--- config.mk ---
export PLATFORM = sky130hd
export DESIGN_NAME = seq_squarer
export DESIGN_NICKNAME = d
export VERILOG_FILES = /design/src/rtl/seq_squarer.sv
export SDC_FILE = /design/constraint.sdc
export NUM_CORES = 1
export LEC_CHECK = 0
export ABC_AREA = 1
export CAP_MARGIN = 20
export CORE_ASPECT_RATIO = 1.1
export CORE_MARGIN = 2
export CORE_UTILIZATION = 41
export DETAILED_ROUTE_END_ITERATION = 10
export PLACE_DENSITY_LB_ADDON = 0.2
export SLEW_MARGIN = 10
export SYNTH_ARGS = -nofsm -noshare
export SYNTH_HDL_FRONTEND = slang
export SYNTH_SLANG_ARGS = --single-unit
--- constraint.sdc ---
create_clock -name clk -period 2.2 [get_ports clk]
set_input_delay 0.44 -clock clk [delete_from_list [all_inputs] [get_ports clk]]
set_output_delay 0.44 -clock clk [all_outputs]
set_load 0.005 [all_outputs]
--- src/rtl/seq_squarer.sv ---
// seq_squarer: multi-cycle unsigned squarer using an iterative shift-add datapath.
// One partial product is added per clock; start/busy/done handshake around it.
module seq_squarer #(
    parameter int WIDTH = 8
) (
    input  logic               clk,
    input  logic               rst,
    input  logic               start,
    input  logic [WIDTH-1:0]   in,
    output logic               busy,
    output logic               done,
    output logic [2*WIDTH-1:0] out
);

    localparam int CW = (WIDTH > 2) ? $clog2(WIDTH) : 1;
    localparam logic [CW-1:0] LAST = CW'(WIDTH - 1);

    typedef enum logic [1:0] {
        IDLE = 2'd0,
        CALC = 2'd1,
        DONE = 2'd2
    } state_t;

    state_t             state;
    state_t             state_nxt;
    logic [WIDTH-1:0]   a;
    logic [2*WIDTH-1:0] m;
    logic [2*WIDTH-1:0] acc;
    logic [2*WIDTH-1:0] acc_sum;
    logic [CW-1:0]      cnt;
    logic               accept;
    logic               last;

    // Datapath helpers: conditional partial-product add, accept and last-iteration flags.
    always_comb begin
        acc_sum = a[0] ? (acc + m) : acc;
        accept  = start && ((state == IDLE) || (state == DONE));
        last    = (cnt == LAST);
    end

    // Next-state logic.
    always_comb begin
        state_nxt = state;
        case (state)
            IDLE:    if (start) state_nxt = CALC;
            CALC:    if (last) state_nxt = DONE;
            DONE:    state_nxt = start ? CALC : IDLE;
            default: state_nxt = IDLE;
        endcase
    end

    // State register.
    always_ff @(posedge clk) begin
        if (rst) state <= IDLE;
        else     state <= state_nxt;
    end

    // Operand, accumulator, counter and result registers.
    always_ff @(posedge clk) begin
        if (rst) begin
            a   <= '0;
            m   <= '0;
            acc <= '0;
            cnt <= '0;
            out <= '0;
        end else if (accept) begin
            a   <= in;
            m   <= {{WIDTH{1'b0}}, in};
            acc <= '0;
            cnt <= '0;
        end else if (state == CALC) begin
            acc <= acc_sum;
            a   <= a >> 1;
            m   <= m << 1;
            cnt <= cnt + 1'b1;
            if (last) out <= acc_sum;
        end
    end

    // Status outputs decoded from state; CALC and DONE are exclusive.
    always_comb begin
        busy = (state == CALC);
        done = (state == DONE);
    end

endmodule

# == Word level (Yosys, flattened, before mapping) ==
# Cells that the tools add are included.
# classes
mux,9
n_eq_ne,5
bitwise_logic,1
add_sub_neg,2
n_reduce_logical,7
# ops
cell,count
$mux 8,4
$add 16x16->16,1
$mux 16,1
$pmux 2 s3,1
$mux 2,2
$add 3x1->3 const B,1
$eq 3x3->1 const B,1
$reduce_and 3->1,1
$eq 2x1->1 const B,1
$eq 2x2->1 const B,1
$logic_not 2->1,1
$ne 2x1->1 const B,1
$ne 2x2->1 const B,1
$reduce_and 2->1,1
$reduce_bool 2->1,1
$reduce_or 2->1,1
$logic_and 1x1->1,1
$logic_or 1x1->1,1
$mux 1,1
$not 1->1,1
# totals
inputBits,11
output_inout_bits,18
regBits,61
word_cells,31

# == Depth between registers and ports, before layout ==
# depth
ltp_word,5
ltp_mapped,13
depth_no_buf,13

# == Worst setup path before layout ==
# Ideal clock, no wire load.
# synth_timing
path_kind,reg2reg
start,register m[0]
end,register out[6]
t_arrival_ps,1621
path_buffers,0
path_stages_with_launch,12
setup_slack_ps,469
path_cell_list,dfxtp_1 ha_1 fa_1 nand2_1 nand2_1 nand3b_1 nand2_1 or2_0 nand3_1 o211ai_1 nand2_1 inv_1
# synth_via
elab_chain_len,2
# synth_rtl
item,line,source
start: declaration,27,logic [2*WIDTH-1:0] m;
start signal: assignment,68,"m <= {{WIDTH{1'b0}}, in};"
start signal: assignment,74,m <= m << 1;
$add 16x16->16,36,acc_sum = a[0] ? (acc + m) : acc;
$mux 16,36,
end signal: assignment,76,if (last) out <= acc_sum;
end: declaration,12,output logic [2*WIDTH-1:0] out
# Every way passes these cells.
# A chain may end at the register's enable or synchronous reset.

# == Worst setup path after layout ==
# layout_timing
start,register state[0]
end,output busy
# layout_via
elab_chain_len,1
# layout_rtl
item,line,source
start: declaration,24,state_t state;
start signal: assignment,55,else state <= state_nxt;
$eq 2x1->1,82,busy = (state == CALC);
end: declaration,10,"output logic busy,"
# Every way passes these cells.

==> impl_results.md <==
- Pins over their slew limit: 0
- Buffers and inverters on the worst path: 2
- Antenna diodes: 0
- Comb power frac: 12.5%
- Least-Margin Pin Slew: approximately 400 ps
- First-pass GRT wire length: 13,840 microns
- Most common cell after layout, fill and taps aside: nand2_1
- DRT Pass-1 Iters: 4
- Switching power of the nets: 718.2 uW
- Crit-path max FO: 18
- Total chip power: between 2000 and 3000 uW
- CTS tree: built
- CTS max path bufs: 2
- Clk pin slew, worst setup/hold paths: 80 ps
- Gpl congestion: 0.8770
- Crit Path Category: reg -> out
- Area of the core: 8364 sq um
- Setup WS pre-CTS: 293.6 ps
- Sequential area share after synthesis: 34.70%
- Die ar.: 9343 sq um
- Starting density of the core: 42.08%
- Final setup violation count: 0
- CTS buffer count: 9
- Dominant delay contributor by cell family on the critical path: buffers and inverters
- Gr usage total: 18.72%
- Rows: 35
- Drc violations: 0
- Synth area leader: dfxtp_1
- Yosys warnings: 0
- Slowest cell on the critical path: clkdlybuf4s50_1
- Clk_lat worst skew: 340 ps
- #FFs+latches synth: between 60 and 70
- Period utilisation layout: 91.31%
- Layout cells sized above 1: 8.050%
- Initial antenna violation count: 0
- Max cap viols: 0
- FILL cells: 839
- Mapped Nets: between 500 and 600
- Worst vdd ir: 0.2838 mV
- Crit path cell chain: inv_2, nor2_8, clkdlybuf4s50_1
- Worst setup SP type: flop
- Minimum clock period after layout: 2009 ps
- Max incr delay on CP: 570 ps
- Vias in the first global route: ~3,000
- Cell Int Power: 1821 uW
- Post-route cell area: 4063 sq um
- Share of power burned in registers: 46.3%
- Clock sink count: 61
- Area post-placement: 3855 sq um
- WP data required: approximately 1800 ps
- Area Overhead vs Synth: 15.43%
- Post-DR vias/cell: 4.737
- CTS Root Cell: clkbuf_8
- Antenna-violating nets left: 0
- Post-CTS sizing: 0
- Worst Hold Class: reg -> reg
- # IOs: 29
- Upper clock frequency limit: between 400 and 500 MHz
- CP Capture Type: primary output
- GRT overflow: 0
- Drt initial violations: 197
- Placed instance count: between 600 and 700
- Pwr dens: 625.0 nW/um^2
- WL/cell: 11.84 microns
- Clock group share of total power: 41.2%
- RSZ-0062 raised after global routing: no
- Die height: between 100 and 150 microns
- Min setup slack post-route: 191.1 ps
- Leakage power: around 0.0019 uW
- Die span in x: 92.34 microns
- Syn_area_per_cell: 6.641 sq um
- Final net count: a little under 600
- Post-DP HPWL: 5680 microns
- Worst EP arrival: 1570 ps
- Relative slew slack: 73.56%
- Htree depth: 3
- Post-CTS Hold Buffers: 0
- Clock skew: 8.161 ps
- Largest net degree at the start of global routing: 35
- Most frequent cells in the layout: nand2_1 (171), inv_1 (86), dfxtp_1 (61)
- Outcome: finished, final reports clean
- Synth cell types: 39
- Mapped Area: 3520 sq um
- Synth area leaders: dfxtp_1 (35%), nand2_1 (18%), inv_1 (9.2%)
- Final WL: 7930 microns
- PortBufs: 28
- Final hold violation count: 0
- Sw frac: 28.28%
- Top cell type's share of synthesized area: 34.70%
- Non-Filler Instances: 670
- Syn Inst Count: 530
- Setup TNS Final: 0 ps
- Setup bufs post-CTS: 0
- Vias: approximately 3,200
-- cells by family (layout without fill, tap and decap cells) --
group | count (synthesis) | count (layout) | share of synthesized area (%)
XOR/XNOR | 1 | 1 | 0.2489
buffers and inverters | 112 | 141 | 13.76
adder cells (fa/ha/maj) | 18 | 18 | 6.612
flip-flops | 61 | 61 | 34.70
AND/OR/NAND/NOR | 256 | 256 | 31.46
AO/OA/AOI/OAI | 82 | 82 | 13.22
-- cell type report --
class / instances / area, sq um / area share (%)
Timing Repair Buffer: 33 / 330.3 / 8.131
Tap cell: 111 / 138.9 / 3.419
Sequential cell: 61 / 1221 / 30.06
Multi-Input combinational cell: 357 / 1814 / 44.66
Clock inverter: 6 / 70.07 / 1.725
Clock buffer: 10 / 137.6 / 3.388
Inverter: 92 / 350.3 / 8.623
-- sequential cells by signal (all words and copies together) (netlist names) --
| signal | cells |
|---|---|
| a | 8 |
| acc | 16 |
| cnt | 3 |
| m | 16 |
| out | 16 |
| state | 2 |
-- worst register-to-register path, cell delays in order (launching register included) --
cell and delay [ps]:
dfxtp_1 330, ha_1 220, fa_1 400, nand2_1 100
nand2_1 80, nand3b_1 80, nand2_1 100, or2_0 220
nand3_1 90, o211ai_1 90, nand2_1 80, inv_1 40
-- synth_stat cells (all sizes together) --
master	instances
a211oi	3
a21oi	45
a31oi	14
and2	1
buf	14
clkbuf	6
clkinv	1
dfxtp	61
fa	1
ha	17
inv	91
nand2	174
nand3	33
nand3b	4
nand4	1
nor2	34
nor3	3
o211ai	4
o21a	1
o21ai	12
o22ai	3
or2	6
xnor2	1
-- per-layer routing --
layer,GRT usage (%),routed length [microns]
met1,24.01,3997
met4,7.348,173
met2,30.26,3379
met3,4.911,379
met5,0,0
-- per-stage QoR --
stage                     hold WS, ps  utilization (%)
after global placement          447.6            46.09
final                           466.3            48.57
after CTS                       470.8            48.57
after detailed placement        456.5            46.09
after floorplan                 439.3                -
after global routing            494.4            48.57
-- worst paths after layout --
| kind | start | to | slack (ps) | cells after the start |
|---|---|---|---|---|
| hold reg to reg | out[0]$_SDFFE_PP0P_ | out[0]$_SDFFE_PP0P_ | 470 | 2 |
| setup reg to reg | m[0]$_SDFFE_PP0P_ | acc[6]$_SDFFE_PP0P_ | 270 | 11 |
| setup / recovery | state[0]$_SDFFE_PP0P_ | busy | 190 | 3 |
| hold / removal | out[0]$_SDFFE_PP0P_ | out[0]$_SDFFE_PP0P_ | 470 | 2 |
-- power groups by stage --
stage / sequential, uW / combinational (uW) / clock, uW
2_1_floorplan: 1190 / 247 / 0
3_5_place_dp: 1200 / 317 / 0
3_3_place_gp: 1200 / 313 / 0
6_report: 1180 / 317 / 1050
5_1_grt: 1180 / 361 / 1140
4_1_cts: 1180 / 319 / 1070
Power figures use the tool's default switching activity.
==> RTL change, RTL diff (config.mk and constraints unchanged) <==
Encoding of `state_t`: now one-hot (3 bits for 3 states).
--- a/src/rtl/seq_squarer.sv
+++ b/src/rtl/seq_squarer.sv
@@ -17,6 +17,6 @@
 
-    typedef enum logic [1:0] {
-        IDLE = 2'd0,
-        CALC = 2'd1,
-        DONE = 2'd2
+    typedef enum logic [2:0] {
+        IDLE = 3'b001,
+        CALC = 3'b010,
+        DONE = 3'b100
     } state_t;
Function: same outputs for any inputs over 10 cycles, from zero or initial values and one cycle with rst high; not proved beyond that.
==> RTL change against the unedited design <==
Area after synthesis is 0.43% lower; final area hardly changed; utilization is 0.27 points higher; power is 8.1% lower; worst setup slack worse by 0.014 ns; routed wire length is 1.8% higher; sequential cell count is 1 higher; largest cell class unchanged; largest power group unchanged.
==> RTL change: results (changes against the unedited design) <==
status=complete, no violations; DR pass1 iterations=5 (+1); max incr delay on CP=0.50 ns (-0.07 ns); GRT met3 Usage=4.79% (-0.12 points); Net Count, Synth=552 (-1.3%); Yosys warning total=0 (unchanged); post-synthesis sequential area ratio=35.4% (+0.72 points); # port buffers=28 (unchanged); CTS Buf Count=9 (unchanged); async set or reset register ratio after synthesis=0% (unchanged); Crit. Startpoint=state[1]$_SDFFE_PP0P_; nets@finish=581 (-0.34%); Worst Hold Class=flop to flop; ranking of synthesized cells by area=dfxtp_1 (35%), nand2_1 (18%), inv_1 (7.5%), ha_1 (6.1%), nand3_1 (5.1%); Hold Fails Final Rpt=0 (unchanged); gpl congestion=0.881 (+0.47%); actual slew at the worst max-slew pin=0.605 ns (+0.209 ns); Avg WL per Cell=12.1 µm (+2.1%); met1 usage=21.8% (-2.2 points); delay-heaviest family, CP=buffers and inverters; global-route wire length before repair=14100 µm (+2.1%); reg2reg path depth=11 (unchanged); Crit path arrival time=between 1.5 and 2 ns; Avg Inst Size Synth=6.70 µm² (+0.91%); Largest regs=acc x16, m x16, out x16; Clock Skew=0.00700 ns (-0.00116 ns); largest net degree at the start of global routing=28 (-20%); DP HPWL=6090 µm (+7.2%); Reg2Reg Capture Point=acc[6]$_SDFFE_PP0P_; vias in the first global route=3110 (+3.4%); r2r startpoint=m[0]$_SDFFE_PP0P_; initial antenna violation count=0 (unchanged); Crit Path Max Fanout=5 (-13); H-Tree Depth=3 (unchanged); worst-case vdd ir drop=0.398 mV (+40%); Clock Tree Buf Depth=2 (unchanged); Static Leak=1.93 nW (+2.2%); gr usage total=19.2% (+0.49 points); met2 usage=35.0% (+4.7 points); endpoints failing setup=0 (unchanged); Yosys cell types=34 (-13%); placed insts=650 (-0.61%); R2R Setup Slk=0.21 ns (-0.06 ns); Iter 0 DRT Violations=115 (-42%); layout cells sized above 1=7.18% (-0.87 points); vias=3239 (+2.0%); clk_lat worst skew=0.34 ns (about the same); Worst-path clk slew=0.07 ns; synth cell count leaders=nand2_1 (170), inv_1 (70), dfxtp_1 (62); vias per cell=4.85 (+2.4%); # diodes=0 (unchanged); Top FF cell, synth=dfxtp_1; Setup CP Type=flop to primary output
## RTL change: cells by family after synthesis
group | after synthesis | synth area share (%)
fa+ha+maj | 18 | 6.64
xor+xnor | 2 | 0.500
buf+inv | 94 | 11.2
simple gates | 272 | 33.3
flops | 62 | 35.4
compound gates | 73 | 12.3
mux | 2 | 0.571
## RTL change: worst register-to-register path, stage by stage, from the launching register on
cell and delay, ns:
dfxtp_1 0.33, ha_1 0.23, fa_1 0.38, nand2_1 0.10, nand2_1 0.07, nand3b_1 0.08, nand2_1 0.10, or2_2 0.29
nand3_1 0.10, o211ai_1 0.10, nand2_1 0.08, inv_1 0.04
## RTL change: where the power goes
part | internal [W] | switching (W) | total [W]
clock network | 0.000521 | 0.000443 | 0.000963
registers | 0.00115 | 0.0000261 | 0.00118
logic | 0.0000751 | 0.000120 | 0.000195
total | 0.00175 | 0.000589 | 0.00233
## RTL change: final cells by class
class	count	area, µm²
Tap cell	111	139
Clock buffer	12	135
Timing Repair Buffer	36	340
Multi-Input combinational cell	367	1870
Inverter	76	290
Sequential cell	62	1240
Fill cell	856	4260
Clock inverter	4	47.5
## RTL change: metrics by stage
step / total power (W) / hold slack [ns] / worst slack, ns / area [µm²]
6_report: 0.00233 / 0.475 / 0.177 / 4060
5_1_grt: 0.00243 / 0.498 / 0.0540 / 4060
4_1_cts: 0.00236 / 0.475 / 0.0342 / 4050
3_5_place_dp: 0.00140 / 0.460 / 0.233 / 3870
3_3_place_gp: 0.00139 / 0.451 / 0.289 / 3870
2_1_floorplan: 0.00134 / 0.439 / 0.402 / 3500
## RTL change: routing by layer
metal	share of wire [%]	vias to the layer above
met3	3.1	14
met1	45	1450
li1	-	1720
met4	2.5	0
met5	0	-
met2	50	55
## RTL change: how the worst min path moves through the flow
stage,startpoint,to,depth (start not counted)
2_1_floorplan,a[7]$_SDFFE_PP0P_,a[7]$_SDFFE_PP0P_,2
3_3_place_gp,cnt[1]$_SDFFE_PP0P_,cnt[1]$_SDFFE_PP0P_,2
5_1_grt,a[4]$_SDFFE_PP0P_,a[4]$_SDFFE_PP0P_,2
6_report,cnt[1]$_SDFFE_PP0P_,cnt[1]$_SDFFE_PP0P_,2
3_5_place_dp,a[7]$_SDFFE_PP0P_,a[7]$_SDFFE_PP0P_,2
4_1_cts,cnt[1]$_SDFFE_PP0P_,cnt[1]$_SDFFE_PP0P_,2
## RTL change: what timing repair did
action | CTS | global route
gates resized for setup | 0 | 0
setup endpoints to repair | 0 | 1
buffers inserted | 0 | 2
